===== src/rtl/digit_seq_pkg.sv =====
// Shared types and constants for the digit frame sequencer.
// Optional build macro used by the top: DIGIT_SEQ_TIMEOUT_EN (RUN watchdog).
package digit_seq_pkg;

  typedef enum logic [2:0] {
    ST_IDLE  = 3'd0,
    ST_COPY  = 3'd1,
    ST_DRAIN = 3'd2,
    ST_RUN   = 3'd3,
    ST_HOLD  = 3'd4
  } seq_state_e;

  // Digit reported when the classifier never answers
  localparam logic [3:0] RESULT_TIMEOUT = 4'hF;

  // Local pixel buffer geometry (classifier pixel_addr is 10 bits)
  localparam int BUF_DEPTH = 1024;
  localparam int BUF_AW    = 10;

  // Number of pixels in a square ROI of side dim
  function automatic int img_pixels(input int dim);
    return dim * dim;
  endfunction

endpackage


===== src/rtl/digit_pixel_buffer.sv =====
// 1024x1 local ROI store: synchronous write from the copy engine,
// asynchronous read for the classifier's pixel_addr.
module digit_pixel_buffer
  import digit_seq_pkg::*;
(
  input  logic              clk,
  input  logic              we,
  input  logic [BUF_AW-1:0] waddr,
  input  logic              wdata,
  input  logic [BUF_AW-1:0] raddr,
  output logic              rdata
);

  logic mem_r [0:BUF_DEPTH-1];

  // Capture one copied pixel per write strobe
  always_ff @(posedge clk) begin
    if (we) begin
      mem_r[waddr] <= wdata;
    end
  end

  assign rdata = mem_r[raddr];

endmodule


===== src/rtl/digit_frame_sequencer.sv =====
// Sequences one digit-recognition run: copies the ROI out of the binarized
// frame buffer, holds the classifier in load while serving its pixel reads,
// then latches the returned digit.
// Build option: DIGIT_SEQ_TIMEOUT_EN adds a RUN watchdog (timeout_err, result 4'hF).
module digit_frame_sequencer
  import digit_seq_pkg::*;
#(
  parameter int IMG_DIM     = 28,
  parameter int FB_W        = 320,
  parameter int FB_AW       = 17,
  parameter int ROI_X       = 146,
  parameter int ROI_Y       = 106,
  parameter int RD_LAT      = 1,
  parameter int TIMEOUT_CYC = 65535
) (
  input  logic             clk,
  input  logic             reset,
  input  logic             start,
  output logic             busy,
  output logic             fb_rd_en,
  output logic [FB_AW-1:0] fb_rd_addr,
  input  logic             fb_rd_data,
  output logic             cls_load,
  input  logic [9:0]       cls_pixel_addr,
  output logic             cls_pixel,
  input  logic             cls_complete,
  input  logic [3:0]       cls_number,
  output logic [3:0]       result,
  output logic             result_valid,
  output logic             timeout_err
);

  localparam int               IMG_PIXELS  = img_pixels(IMG_DIM);
  localparam int               CNT_W       = $clog2(IMG_DIM);
  // Address arithmetic is folded at elaboration; runtime only adds
  localparam logic [FB_AW-1:0]  ADDR_ORIGIN = FB_AW'(ROI_Y * FB_W + ROI_X);
  localparam logic [FB_AW-1:0]  ROW_STEP    = FB_AW'(FB_W - (IMG_DIM - 1));
  localparam logic [CNT_W-1:0]  LAST_IDX    = CNT_W'(IMG_DIM - 1);
  localparam logic [BUF_AW-1:0] LAST_PIX    = BUF_AW'(IMG_PIXELS - 1);
  localparam logic [BUF_AW:0]   PIX_LIMIT   = (BUF_AW + 1)'(IMG_PIXELS);

  seq_state_e        state_r;
  seq_state_e        state_nx_s;
  logic [CNT_W-1:0]  row_r;
  logic [CNT_W-1:0]  col_r;
  logic [RD_LAT-1:0] vld_sr_r;
  logic [BUF_AW-1:0] wr_idx_r;
  logic              start_acc_s;
  logic              last_rd_s;
  logic              last_wr_s;
  logic              done_s;
  logic              timeout_s;
  logic              buf_rdata_s;
  logic              busy_r;
  logic              fb_rd_en_r;
  logic [FB_AW-1:0]  fb_rd_addr_r;
  logic              cls_load_r;
  logic [3:0]        result_r;
  logic              result_valid_r;

  assign last_rd_s = (state_r == ST_COPY) && (row_r == LAST_IDX) && (col_r == LAST_IDX);
  assign last_wr_s = vld_sr_r[RD_LAT-1] && (wr_idx_r == LAST_PIX);
  assign done_s    = (state_r == ST_RUN) && cls_complete;

  // State register
  always_ff @(posedge clk) begin
    if (reset) begin
      state_r <= ST_IDLE;
    end else begin
      state_r <= state_nx_s;
    end
  end

  // Next-state decode; start is only honoured while idle or holding a result
  always_comb begin
    state_nx_s  = state_r;
    start_acc_s = 1'b0;
    case (state_r)
      ST_IDLE, ST_HOLD: begin
        if (start) begin
          state_nx_s  = ST_COPY;
          start_acc_s = 1'b1;
        end else begin
          state_nx_s = state_r;
        end
      end
      ST_COPY: begin
        if (last_rd_s) begin
          state_nx_s = ST_DRAIN;
        end else begin
          state_nx_s = ST_COPY;
        end
      end
      ST_DRAIN: begin
        if (last_wr_s) begin
          state_nx_s = ST_RUN;
        end else begin
          state_nx_s = ST_DRAIN;
        end
      end
      ST_RUN: begin
        if (cls_complete || timeout_s) begin
          state_nx_s = ST_HOLD;
        end else begin
          state_nx_s = ST_RUN;
        end
      end
      default: begin
        state_nx_s = ST_IDLE;
      end
    endcase
  end

  // Status strobes registered from the next state so they align with it
  always_ff @(posedge clk) begin
    if (reset) begin
      busy_r     <= 1'b0;
      fb_rd_en_r <= 1'b0;
      cls_load_r <= 1'b0;
    end else begin
      busy_r     <= (state_nx_s == ST_COPY) || (state_nx_s == ST_DRAIN) || (state_nx_s == ST_RUN);
      fb_rd_en_r <= (state_nx_s == ST_COPY);
      cls_load_r <= (state_nx_s == ST_RUN);
    end
  end

  // Row-major ROI address walk: +1 inside a row, jump to next row start at row end
  always_ff @(posedge clk) begin
    if (reset) begin
      fb_rd_addr_r <= {FB_AW{1'b0}};
      row_r        <= {CNT_W{1'b0}};
      col_r        <= {CNT_W{1'b0}};
    end else if (start_acc_s) begin
      fb_rd_addr_r <= ADDR_ORIGIN;
      row_r        <= {CNT_W{1'b0}};
      col_r        <= {CNT_W{1'b0}};
    end else if (state_r == ST_COPY) begin
      if (col_r == LAST_IDX) begin
        fb_rd_addr_r <= fb_rd_addr_r + ROW_STEP;
        col_r        <= {CNT_W{1'b0}};
        row_r        <= row_r + {{(CNT_W-1){1'b0}}, 1'b1};
      end else begin
        fb_rd_addr_r <= fb_rd_addr_r + {{(FB_AW-1){1'b0}}, 1'b1};
        col_r        <= col_r + {{(CNT_W-1){1'b0}}, 1'b1};
      end
    end else begin
      fb_rd_addr_r <= fb_rd_addr_r;
    end
  end

  // Read-latency tracker and buffer write index
  always_ff @(posedge clk) begin
    if (reset) begin
      vld_sr_r <= {RD_LAT{1'b0}};
      wr_idx_r <= {BUF_AW{1'b0}};
    end else begin
      vld_sr_r[0] <= fb_rd_en_r;
      for (int i = 1; i < RD_LAT; i++) begin
        vld_sr_r[i] <= vld_sr_r[i-1];
      end
      if (start_acc_s) begin
        wr_idx_r <= {BUF_AW{1'b0}};
      end else if (vld_sr_r[RD_LAT-1]) begin
        wr_idx_r <= wr_idx_r + {{(BUF_AW-1){1'b0}}, 1'b1};
      end else begin
        wr_idx_r <= wr_idx_r;
      end
    end
  end

  // Result latch; a new start withdraws the previous result
  always_ff @(posedge clk) begin
    if (reset) begin
      result_r       <= 4'h0;
      result_valid_r <= 1'b0;
    end else if (done_s) begin
      result_r       <= cls_number;
      result_valid_r <= 1'b1;
    end else if (timeout_s) begin
      result_r       <= RESULT_TIMEOUT;
      result_valid_r <= 1'b1;
    end else if (start_acc_s) begin
      result_valid_r <= 1'b0;
    end else begin
      result_valid_r <= result_valid_r;
    end
  end

`ifdef DIGIT_SEQ_TIMEOUT_EN
  logic [15:0] wd_cnt_r;
  logic        timeout_err_r;

  // Watchdog counts RUN cycles, restarting on every RUN entry
  always_ff @(posedge clk) begin
    if (reset) begin
      wd_cnt_r <= 16'd0;
    end else if (state_r != ST_RUN) begin
      wd_cnt_r <= 16'd0;
    end else begin
      wd_cnt_r <= wd_cnt_r + 16'd1;
    end
  end

  assign timeout_s = (state_r == ST_RUN) && !cls_complete && (wd_cnt_r == 16'(TIMEOUT_CYC - 1));

  // Sticky timeout flag, withdrawn together with result_valid
  always_ff @(posedge clk) begin
    if (reset) begin
      timeout_err_r <= 1'b0;
    end else if (timeout_s) begin
      timeout_err_r <= 1'b1;
    end else if (start_acc_s) begin
      timeout_err_r <= 1'b0;
    end else begin
      timeout_err_r <= timeout_err_r;
    end
  end

  assign timeout_err = timeout_err_r;
`else
  assign timeout_s   = 1'b0;
  assign timeout_err = 1'b0;
`endif

  digit_pixel_buffer u_buf (
    .clk   (clk),
    .we    (vld_sr_r[RD_LAT-1]),
    .waddr (wr_idx_r),
    .wdata (fb_rd_data),
    .raddr (cls_pixel_addr),
    .rdata (buf_rdata_s)
  );

  assign cls_pixel    = ({1'b0, cls_pixel_addr} < PIX_LIMIT) ? buf_rdata_s : 1'b0;
  assign busy         = busy_r;
  assign fb_rd_en     = fb_rd_en_r;
  assign fb_rd_addr   = fb_rd_addr_r;
  assign cls_load     = cls_load_r;
  assign result       = result_r;
  assign result_valid = result_valid_r;

endmodule

===== config.mk =====
export PLATFORM = sky130hd
export DESIGN_NAME = digit_frame_sequencer
export DESIGN_NICKNAME = d
export VERILOG_FILES = /design/src/rtl/digit_seq_pkg.sv /design/src/rtl/digit_pixel_buffer.sv /design/src/rtl/digit_frame_sequencer.sv
export SDC_FILE = /design/constraint.sdc
export NUM_CORES = 1
export LEC_CHECK = 0
export CAP_MARGIN = 20
export CORE_ASPECT_RATIO = 1.1
export CORE_MARGIN = 5
export CORE_UTILIZATION = 35
export CTS_CLUSTER_DIAMETER = 50
export DETAILED_ROUTE_END_ITERATION = 12
export SLEW_MARGIN = 10
export SYNTH_ARGS = -nofsm -noshare
export SYNTH_HDL_FRONTEND = slang
export SYNTH_SLANG_ARGS = --single-unit

===== constraint.sdc =====
create_clock -name clk -period 2.3 [get_ports clk]
set_input_delay 0.23 -clock clk [delete_from_list [all_inputs] [get_ports clk]]
set_output_delay 0.23 -clock clk [all_outputs]
set_load 0.02 [all_outputs]

# Word-level counts from Yosys, hierarchy flattened
# Memories as Yosys holds them, arrays and structs flattened.
# Cells that the tools add are included.
[word_totals]
wordCells = 57
ff_bits = 49
mem_count = 1
input_bits = 19
ramBits = 1024
[mem_list]
columns = ["memory", "depth", "width", "read_ports", "rd_clocked_by_memory_dff", "write_ports", "line", "rtl"]
rows = [
  ["u_buf.mem_r", 1024, 1, 1, 0, 1, "digit_pixel_buffer.sv:14", "logic mem_r [0:BUF_DEPTH-1];"],
]
[op_classes]
add_sub_neg = 5
magnitude_cmp = 1
eq_ne = 10
n_reduce_logical = 12
n_mux = 16
[ops]
columns = ["operator", "n"]
rows = [
  ["16-bit two-way mux", 2],
  ["17-bit by 1-bit adder with 17-bit output (second input constant)", 1],
  ["17-bit by 9-bit adder with 17-bit output (second input constant)", 1],
  ["17-bit two-way mux", 1],
  ["3-bit by 2-bit equality test with 1-bit output (second input constant)", 4],
  ["3-bit case mux with 4 select lines", 1],
  ["10-bit by 1-bit adder with 10-bit output (second input constant)", 1],
  ["5-bit by 1-bit adder with 5-bit output (second input constant)", 2],
  ["10-bit equality test (second input constant)", 1],
  ["5-bit equality test (second input constant)", 2],
  ["10-bit less-than comparator (second input constant)", 1],
  ["1-bit two-way mux", 8],
  ["3-bit by 1-bit equality test with 1-bit output (second input constant)", 2],
  ["3-bit two-way mux", 2],
  ["5-bit two-way mux", 1],
  ["1-bit logical AND", 4],
  ["2-bit nonzero test", 2],
  ["2-bit OR reduction", 2],
  ["3-bit equality test (second input constant)", 1],
  ["3-bit logical NOT", 1],
  ["1-bit logical OR", 2],
  ["2-bit two-way mux", 1],
  ["2-bit AND reduction", 1],
]

# Logic depth before layout (Yosys ltp)
# Gate-level depths: netlist of the first run.
[logic_depth]
ltp_word = 8
depth_mapped = 13
mapped_depth_nobuf = 11

# Cells and area by module
# From an unflattened synthesis of the first run, not the netlist that was laid out.
[unflattened]
cells_unflattened = 3360
hier_area_um2 = 46870.0
[modules_own_cells]
columns = ["module", "n_inst", "seq_area_each_um2", "area_each_um2", "cells_per_inst"]
rows = [
  ["digit_pixel_buffer", 1, 30749.5, 44636.6, 3111],
  ["digit_frame_sequencer", 1, 980.9, 2233.4, 249],
]

# Least setup slack after synthesis of the first run
# OpenSTA, ideal clock, no wires.
[synth_timing]
path_kind = "input-to-output"
startpoint = "input cls_pixel_addr[0]"
endpoint = "output cls_pixel"
required_ns = 2.070
stages = 11
path_buffers = 4
arrival_ns = 2.412
slack_ns = -0.342
cell_sequence = "buf_6 -> buf_12 -> buf_12 -> buf_12 -> mux2i_1 -> a221o_1 -> a211oi_2 -> o21ai_1 -> a311oi_1 -> a211oi_1 -> o31ai_1"
[synth_via]
elab_chain_len = 2
elab_cells_between_ends = 3
classes_between = "1 x order compare; 1 x mux; 1 x memory"
[synth_lines]
columns = ["item", "line", "rtl"]
rows = [
  ["start: declaration", "digit_frame_sequencer.sv:24", "input logic [9:0] cls_pixel_addr,"],
  ["memory 1024 x 1 bit / 10-bit less-than comparator (equally long branches)", "-", ""],
  ["1-bit two-way mux *", "digit_frame_sequencer.sv:234", "assign cls_pixel = ({1'b0, cls_pixel_addr} < PIX_LIMIT) ? buf_rdata_s : 1'b0;"],
  ["end: declaration", "digit_frame_sequencer.sv:25", "output logic cls_pixel,"],
]
# Mark *: on every way between the ends. The rest lies on a longest branch, timed or not.

# Worst setup path after layout of the first run
[layout_timing]
startpoint = "memory u_buf.mem_r[547]"
endpoint = "output cls_pixel"
[layout_via]
elab_chain_len = 2
[layout_lines]
columns = ["item", "line"]
rows = [
  ["start: declaration", "digit_pixel_buffer.sv:14"],
  ["memory 1024 x 1 bit", "-"],
  ["1-bit two-way mux", "digit_frame_sequencer.sv:234"],
]
# No other way between the ends.

==> impl_metrics.env, run 1 <==
export IMPL_outcome="finished with violations"
export IMPL_violations="setup timing"
export IMPL_detail_route_antenna_nets=0
export IMPL_synth_area_per_cell_um2=13.96
export IMPL_grt_pass1_vias=22800
export IMPL_finalCritPeriodShare=1.458
export IMPL_max_stage_delay_ps=500
export IMPL_worstSkewPairLatency_ps=660
export IMPL_io_buffers=44
export IMPL_routed_via_density=5.315
export IMPL_start_util=0.3518
export IMPL_power_density_nw_per_um2=764.9
export IMPL_cp_start_kind="flop"
export IMPL_yosys_warnings=0
export IMPL_drc=0
export IMPL_firstDrtPassIters=5
export IMPL_die_area_um2=110700
export IMPL_vias=22270
export IMPL_hold_class="input pin to flop"
export IMPL_synth_edff_count=784
export IMPL_synth_nets=2641
export IMPL_cts_tree="built"
export IMPL_cp_top_family="multiplexers"
export IMPL_hold_buffers=0
export IMPL_finClkSkew_ps=23.71
export IMPL_nNetsFinal=2757
export IMPL_drv_slew=0
export IMPL_hold_ws_ps=39.79
export IMPL_pre_cts_ws_ps=-974.6
export IMPL_max_freq_mhz=298.2
export IMPL_arrival_ps=3120
export IMPL_endpoint_kind="output pin"
export IMPL_h_tree_depth=3
export IMPL_numCtsBuffers=90
export IMPL_min_period_ps=3353
export IMPL_root_buffer="clkbuf_16"
export IMPL_leakage_nw=13.36
export IMPL_clkTransAtPathRegs_ps=60
export IMPL_cp_common_cell="mux4_2"
export IMPL_netlist_area_um2=36460
export IMPL_ys_async_sr_fraction=0
export IMPL_rrSetupSlack_ps=-60
export IMPL_ir_drop_uv=469.1
export IMPL_worst_slew_margin_rel=0.6306
export IMPL_nFillCells=9428
export IMPL_critPathKind="flop to output pin"
export IMPL_yosysUniqueCellTypes=63
export IMPL_synth_top_flop_cell="edfxtp_1"
export IMPL_clk_path_buf_depth=3
export IMPL_worstPathBufferInverterCount=2
export IMPL_cp_cell_sequence="mux4_2, mux4_2, nand2_2, a21oi_2, nor3_2, buf_4, nand4_1, nand3_2, o31ai_4, buf_6"
export IMPL_row_count=124
export IMPL_grt_antenna_before_repair=0
export IMPL_worstPathRequired_ps=2070
export IMPL_layout_setup_ws_ps=-1053
export IMPL_wl_per_cell_um=23.38
export IMPL_worst_slew_pin_slew_ps=548.3
export IMPL_die_y_um=348.5
export IMPL_slowest_stage="mux4_2"
export IMPL_grt_overflow_total=0
export IMPL_yosysSeqAreaShare=0.6725
export IMPL_rsz0062_at_grt="yes"
export IMPL_hpwl_um=58450
export IMPL_routed_wl_um=97940
export IMPL_drv_cap=0
export IMPL_setup_viol=2
export IMPL_io_pins=46
export IMPL_track_usage=0.1728
export IMPL_drive_gt1_frac=0.2172
export IMPL_finalHoldViolCount=0
export IMPL_grt_start_max_net_pins=116
export IMPL_grt_pass1_wl_um=145000
export IMPL_synthCells=2612
export IMPL_numClockSinks=833
export IMPL_area_growth_syn_to_layout_pct=17.85
export IMPL_synth_seq_cells=833
export IMPL_fin_setup_tns_ps=-1108
export IMPL_place_congestion=0.7898
export IMPL_critPathMaxFanout=1
export IMPL_core_um2=103600
export IMPL_drt_iter0_drc=2358
export IMPL_n_antenna_cell=0
export IMPL_die_width_um=317.8
## per-layer routing
| layer | routed length (um) | share of wire | track usage |
|---|---|---|---|
| met5 | 0 | 0 | 0 |
| met4 | 3024 | 0.031 | 0.06232 |
| met3 | 6292 | 0.064 | 0.02395 |
| met2 | 50150 | 0.51 | 0.3041 |
| met1 | 38480 | 0.39 | 0.2199 |
## power by group
group / internal (mW) / switching (mW)
combinational: 0.756 / 0.944
clock: 8.44 / 6.12
sequential: 16.6 / 0.0252
total: 25.8 / 7.09
## synthesized netlist by cell type (3+ instances only)
library cell  number  area (um^2)
a211oi_1           5        37.54
buf_4              6        45.04
a221oi_1          18        157.7
inv_1              6        22.52
mux4_2           174         3919
buf_1             21        78.83
and2_1            10        62.56
nor2b_1            8        50.05
a21oi_1           31        155.2
dfxtp_1           49        980.9
buf_12             4        80.08
or3_1              3        18.77
a31oi_1            5        31.28
buf_2             23        115.1
nand4_1            8        50.05
buf_8              5        75.07
clkbuf_1         189        709.4
nor3b_1            6        45.04
and3b_1            4        35.03
o2111ai_1          4        35.03
a22oi_1           18        135.1
o21ai_0           22        110.1
a311oi_1           4        35.03
mux4_1            14        367.9
and3_1             6        37.54
buf_6             14        157.7
xnor2_1           12        105.1
nand3b_1           4        30.03
nand3_1           18        90.09
nand2b_1           6        37.54
a221o_1            6        60.06
nor3_1            13        65.06
ha_1              10        125.1
mux2i_1           74        740.7
mux2_2             3        33.78
xor2_1            16        140.1
nor2_1           852         3198
nand2_1          120        450.4
o31ai_1            7        52.55
edfxtp_1         784        23540
## final cells by class
type                    count  area (um^2)  share of cell area
well taps                1386         1734             0.04035
inverters                   7        26.28           0.0006114
clock buffers             111         2374             0.05523
repair buffers            288         2816             0.06554
flip-flops and latches    833        24530              0.5707
clock inverters            57        608.1             0.01415
multi-input cells        1508        10890              0.2534
## final timing paths
| kind | depth (start not counted) | from | end |
|---|---|---|---|
| max | 10 | u_buf.mem_r[547] | cls_pixel |
| min | 1 | fb_rd_data | u_buf.mem_r[570] |
| max reg2reg | 10 | col_r[1] | fb_rd_addr[13] |
| min reg2reg | 2 | result_valid | result_valid |
## sequential cells by signal (all words and copies together) (netlist names)
register / flops
col_r: 5
row_r: 5
vld_sr_r: 1
busy: 1
result: 4
u_buf.mem_r: 784
wr_idx_r: 10
result_valid: 1
fb_rd_addr: 17
fb_rd_en: 1
cls_load: 1
state_r: 3
## logic make-up after synthesis
family | after synthesis | synth area share
simple gates | 1066 | 0.1162
xor+xnor | 28 | 0.006725
fa+ha+maj | 10 | 0.003431
other cells | 1 | 0.0001028
mux | 265 | 0.1388
buf+inv | 271 | 0.03592
compound gates | 138 | 0.02632
flops | 833 | 0.6725
## metrics by stage
step           std cells  power, mW    util  instance area, um^2
2_1_floorplan       2612      17.81       -                36530
3_3_place_gp        4014      18.57  0.3832                39720
3_5_place_dp        4014      18.60  0.3832                39720
4_1_cts             4185      33.13  0.4134                42840
5_1_grt             4190      33.84  0.4147                42980
6_report            4190      32.87  0.4147                42980
## layout by cell type (no fill, tap or decap), types with 9 or more instances in the layout
cell type and n:
a22oi_1 17, mux4_2 175, nor2_1 850, nand3_1 14
nand2_1 113, a221oi_1 18, a21oi_1 26, buf_12 43
dfxtp_1 47, xor2_1 15, nor3_1 12, clkinv_1 14
clkinv_2 11, mux2i_1 74, xnor2_1 10, mux4_1 13
clkbuf_1 19, buf_4 200, bufinv_16 9, edfxtp_1 784
clkbuf_16 92, clkdlybuf4s50_1 38, o21ai_0 20
## timing repair
item | CTS | global route
gates resized for setup | 27 | 22
setup buffers | 5 | 5
hold endpoints to repair | 0 | 0
setup endpoints to repair | 6 | 11
pin swaps | 19 | 14
Power figures use the tool's default switching activity.
==> inputs of run 2 (changes only) <==
--- a/config.mk
+++ b/config.mk
@@ -11,6 +11,7 @@
 export CORE_UTILIZATION = 35
 export CTS_CLUSTER_DIAMETER = 50
 export DETAILED_ROUTE_END_ITERATION = 12
+export MAX_ROUTING_LAYER = met4
 export SLEW_MARGIN = 10
 export SYNTH_ARGS = -nofsm -noshare
 export SYNTH_HDL_FRONTEND = slang
==> constraint.sdc (replaced) <==
create_clock -name clk -period 3.2 [get_ports clk]
set_input_delay 0.32 -clock clk [delete_from_list [all_inputs] [get_ports clk]]
set_output_delay 0.32 -clock clk [all_outputs]
set_load 0.02 [all_outputs]
==> run 2 against run 1 <==
- the flow still finishes with violations (setup timing)
- clock power fell by 30%
- utilization fell by 0.54 points
- sequential power fell by 28%
- combinational power fell by 28%
- hold slack improved by 260 ps
- routed wire length rose by 1.3%
- register-to-register slack improved by 490 ps
- non-clock buffer count fell by 24
- via count rose by 1.5%
- sequential share of layout area rose by 0.75 points
- clock skew fell by 2.0 ps
- final area fell by 1.3%
==> impl_metrics.env, run 2 (synthesis gave the netlist of run 1 again) <==
export IMPL_grt_pass1_vias=23070
export IMPL_routed_wl_um=99200
export IMPL_finClkSkew_ps=21.75
export IMPL_core_um2=103600
export IMPL_firstDrtPassIters=5
export IMPL_finalHoldViolCount=0
export IMPL_leakage_nw=13.11
export IMPL_drt_iter0_drc=2953
export IMPL_root_buffer="clkbuf_16"
export IMPL_worst_slew_pin_slew_ps=1046
export IMPL_die_width_um=317.8
export IMPL_nNetsFinal=2734
export IMPL_hold_class="input pin to flop"
export IMPL_routed_via_density=5.428
export IMPL_numClockSinks=833
export IMPL_postLayoutCellArea_um2=42410
export IMPL_postCtsSetupBuffers=0
export IMPL_swShare=0.2134
export IMPL_cp_start_kind="flop"
export IMPL_track_usage=0.1802
export IMPL_pre_cts_ws_ps=-828.3
export IMPL_outcome="finished with violations"
export IMPL_layout_setup_ws_ps=-175.7
export IMPL_grt_overflow_total=0
export IMPL_detail_route_antenna_nets=0
export IMPL_wl_per_cell_um=23.81
export IMPL_row_count=124
export IMPL_power_mw=23.35
export IMPL_ir_drop_uv=355.4
export IMPL_io_buffers=44
export IMPL_drive_gt1_frac=0.1996
export IMPL_die_area_um2=110700
export IMPL_clockPowerShare=0.437
export IMPL_fin_util=0.4092
export IMPL_layout_common_cells="nor2_1 (851), edfxtp_1 (784), buf_4 (187)"
export IMPL_grt_antenna_before_repair=0
export IMPL_setup_viol=1
export IMPL_n_antenna_cell=0
export IMPL_hold_buffers=0
export IMPL_clk_path_buf_depth=3
export IMPL_p_switching_mw=4.984
export IMPL_grt_start_max_net_pins=141
export IMPL_critPathKind="flop to output pin"
export IMPL_vias=22610
export IMPL_clkTransAtPathRegs_ps=60
export IMPL_h_tree_depth=3
export IMPL_area_growth_syn_to_layout_pct=16.31
export IMPL_endpoint_kind="output pin"
export IMPL_worst_slew_margin_rel=0.3030
export IMPL_postPlaceCellArea_um2=39440
export IMPL_violations="setup timing"
export IMPL_drv_slew=0
export IMPL_io_pins=46
export IMPL_power_share_combinational=0.052
export IMPL_cts_tree="built"
export IMPL_min_period_ps=3376
export IMPL_rsz0062_at_grt="yes"
export IMPL_worstPathRequired_ps=2880
export IMPL_largest_reg_flops=784
export IMPL_regMostFlops="u_buf.mem_r"
export IMPL_numCtsBuffers=91
export IMPL_placedCellCount=4000
export IMPL_critPathMaxFanout=1
export IMPL_p_seq_frac=0.511
export IMPL_die_y_um=348.5
export IMPL_drc=0
export IMPL_power_density_nw_per_um2=550.7
export IMPL_worstSkewPairLatency_ps=650
export IMPL_nFillCells=9554
export IMPL_finalCritPeriodShare=1.055
export IMPL_drv_cap=0
export IMPL_arrival_ps=3060
export IMPL_max_freq_mhz=296.2
export IMPL_place_congestion=0.8357
export IMPL_internal_power_mw=18.37
export IMPL_hpwl_um=61080
export IMPL_final_common_cell="nor2_1"
export IMPL_final_cells=4166
export IMPL_rrSetupSlack_ps=430
export IMPL_grt_pass1_wl_um=147200
export IMPL_start_util=0.3518
run 2: changes by cell type in the layout (fill, tap and decap cells not counted), moves of 4 or more:
cell,before,now
buf_12,43,33
clkinv_1,14,18
nand2_1,113,119
a21oi_1,26,30
nand2_2,6,1
clkinv_4,8,3
buf_4,200,187
run 2: worst paths after layout:
check,depth (start not counted),end,start
setup / recovery,9,cls_pixel,u_buf.mem_r[736]
hold / removal,3,result[3],cls_number[3]
setup reg to reg,11,fb_rd_addr[15],col_r[0]
hold reg to reg,2,result_valid,result_valid
run 2: routing by layer:
metal / wire length [um] / global-route usage / vias up
met3: 7322 / 0.02447 / 193
met5: 0 / - / -
li1: - / - / 9692
met1: 38710 / 0.2280 / 11760
met4: 3078 / 0.06124 / 0
met2: 50090 / 0.3022 / 966
run 2: cell type report:
type                    instances  area [um^2]  area share
well taps                    1386         1734     0.04089
inverters                       7        26.28   0.0006195
clock inverters                54        476.7     0.01124
multi-input cells            1508        10710      0.2525
flip-flops and latches        833        24520      0.5782
clock buffers                 114         2436     0.05744
repair buffers                264         2507     0.05912
run 2: power groups by stage:
stage / registers (mW) / clock network (mW) / logic [mW]
5_1_grt: 11.9 / 10.8 / 1.30
3_5_place_dp: 12.2 / 0 / 1.21
3_3_place_gp: 12.2 / 0 / 1.19
2_1_floorplan: 12.2 / 0 / 0.619
6_report: 11.9 / 10.2 / 1.22
4_1_cts: 11.9 / 10.4 / 1.22
run 2: worst max-delay path, cell delays in order (launching register included):
cell,delay [ps]
edfxtp_1,390
mux4_2,460
mux4_2,490
mux2i_1,180
buf_4,150
a211o_1,120
nand4_1,190
nand3_2,160
o31ai_4,110
buf_6,160
run 2: metrics by stage:
| stage | setup TNS, ps | hold slack (ps) |
|---|---|---|
| finish | -175.7 | 304.2 |
| global placement | -863.3 | 451.5 |
| global route | -248.5 | 319.9 |
| floorplan | 0 | 389.4 |
| detailed placement | -828.3 | 475.6 |
| CTS | -277.4 | 264.8 |
run 2: timing repair:
item / 4_1_cts / 5_1_grt
pin swaps: 8 / 5
hold endpoints to repair: 0 / 0
resized for setup: 21 / 4
endpoints found under the setup margin: 1 / 1
==> inputs of run 3 (changes only) <==
--- a/config.mk
+++ b/config.mk
@@ -12,7 +12,7 @@
 export CTS_CLUSTER_DIAMETER = 50
 export DETAILED_ROUTE_END_ITERATION = 12
 export MAX_ROUTING_LAYER = met4
-export SLEW_MARGIN = 10
+export SLEW_MARGIN = 5
 export SYNTH_ARGS = -nofsm -noshare
 export SYNTH_HDL_FRONTEND = slang
 export SYNTH_SLANG_ARGS = --single-unit
==> results of run 3 <==
Final layout, timing and power as in run 2 (identical DEF).
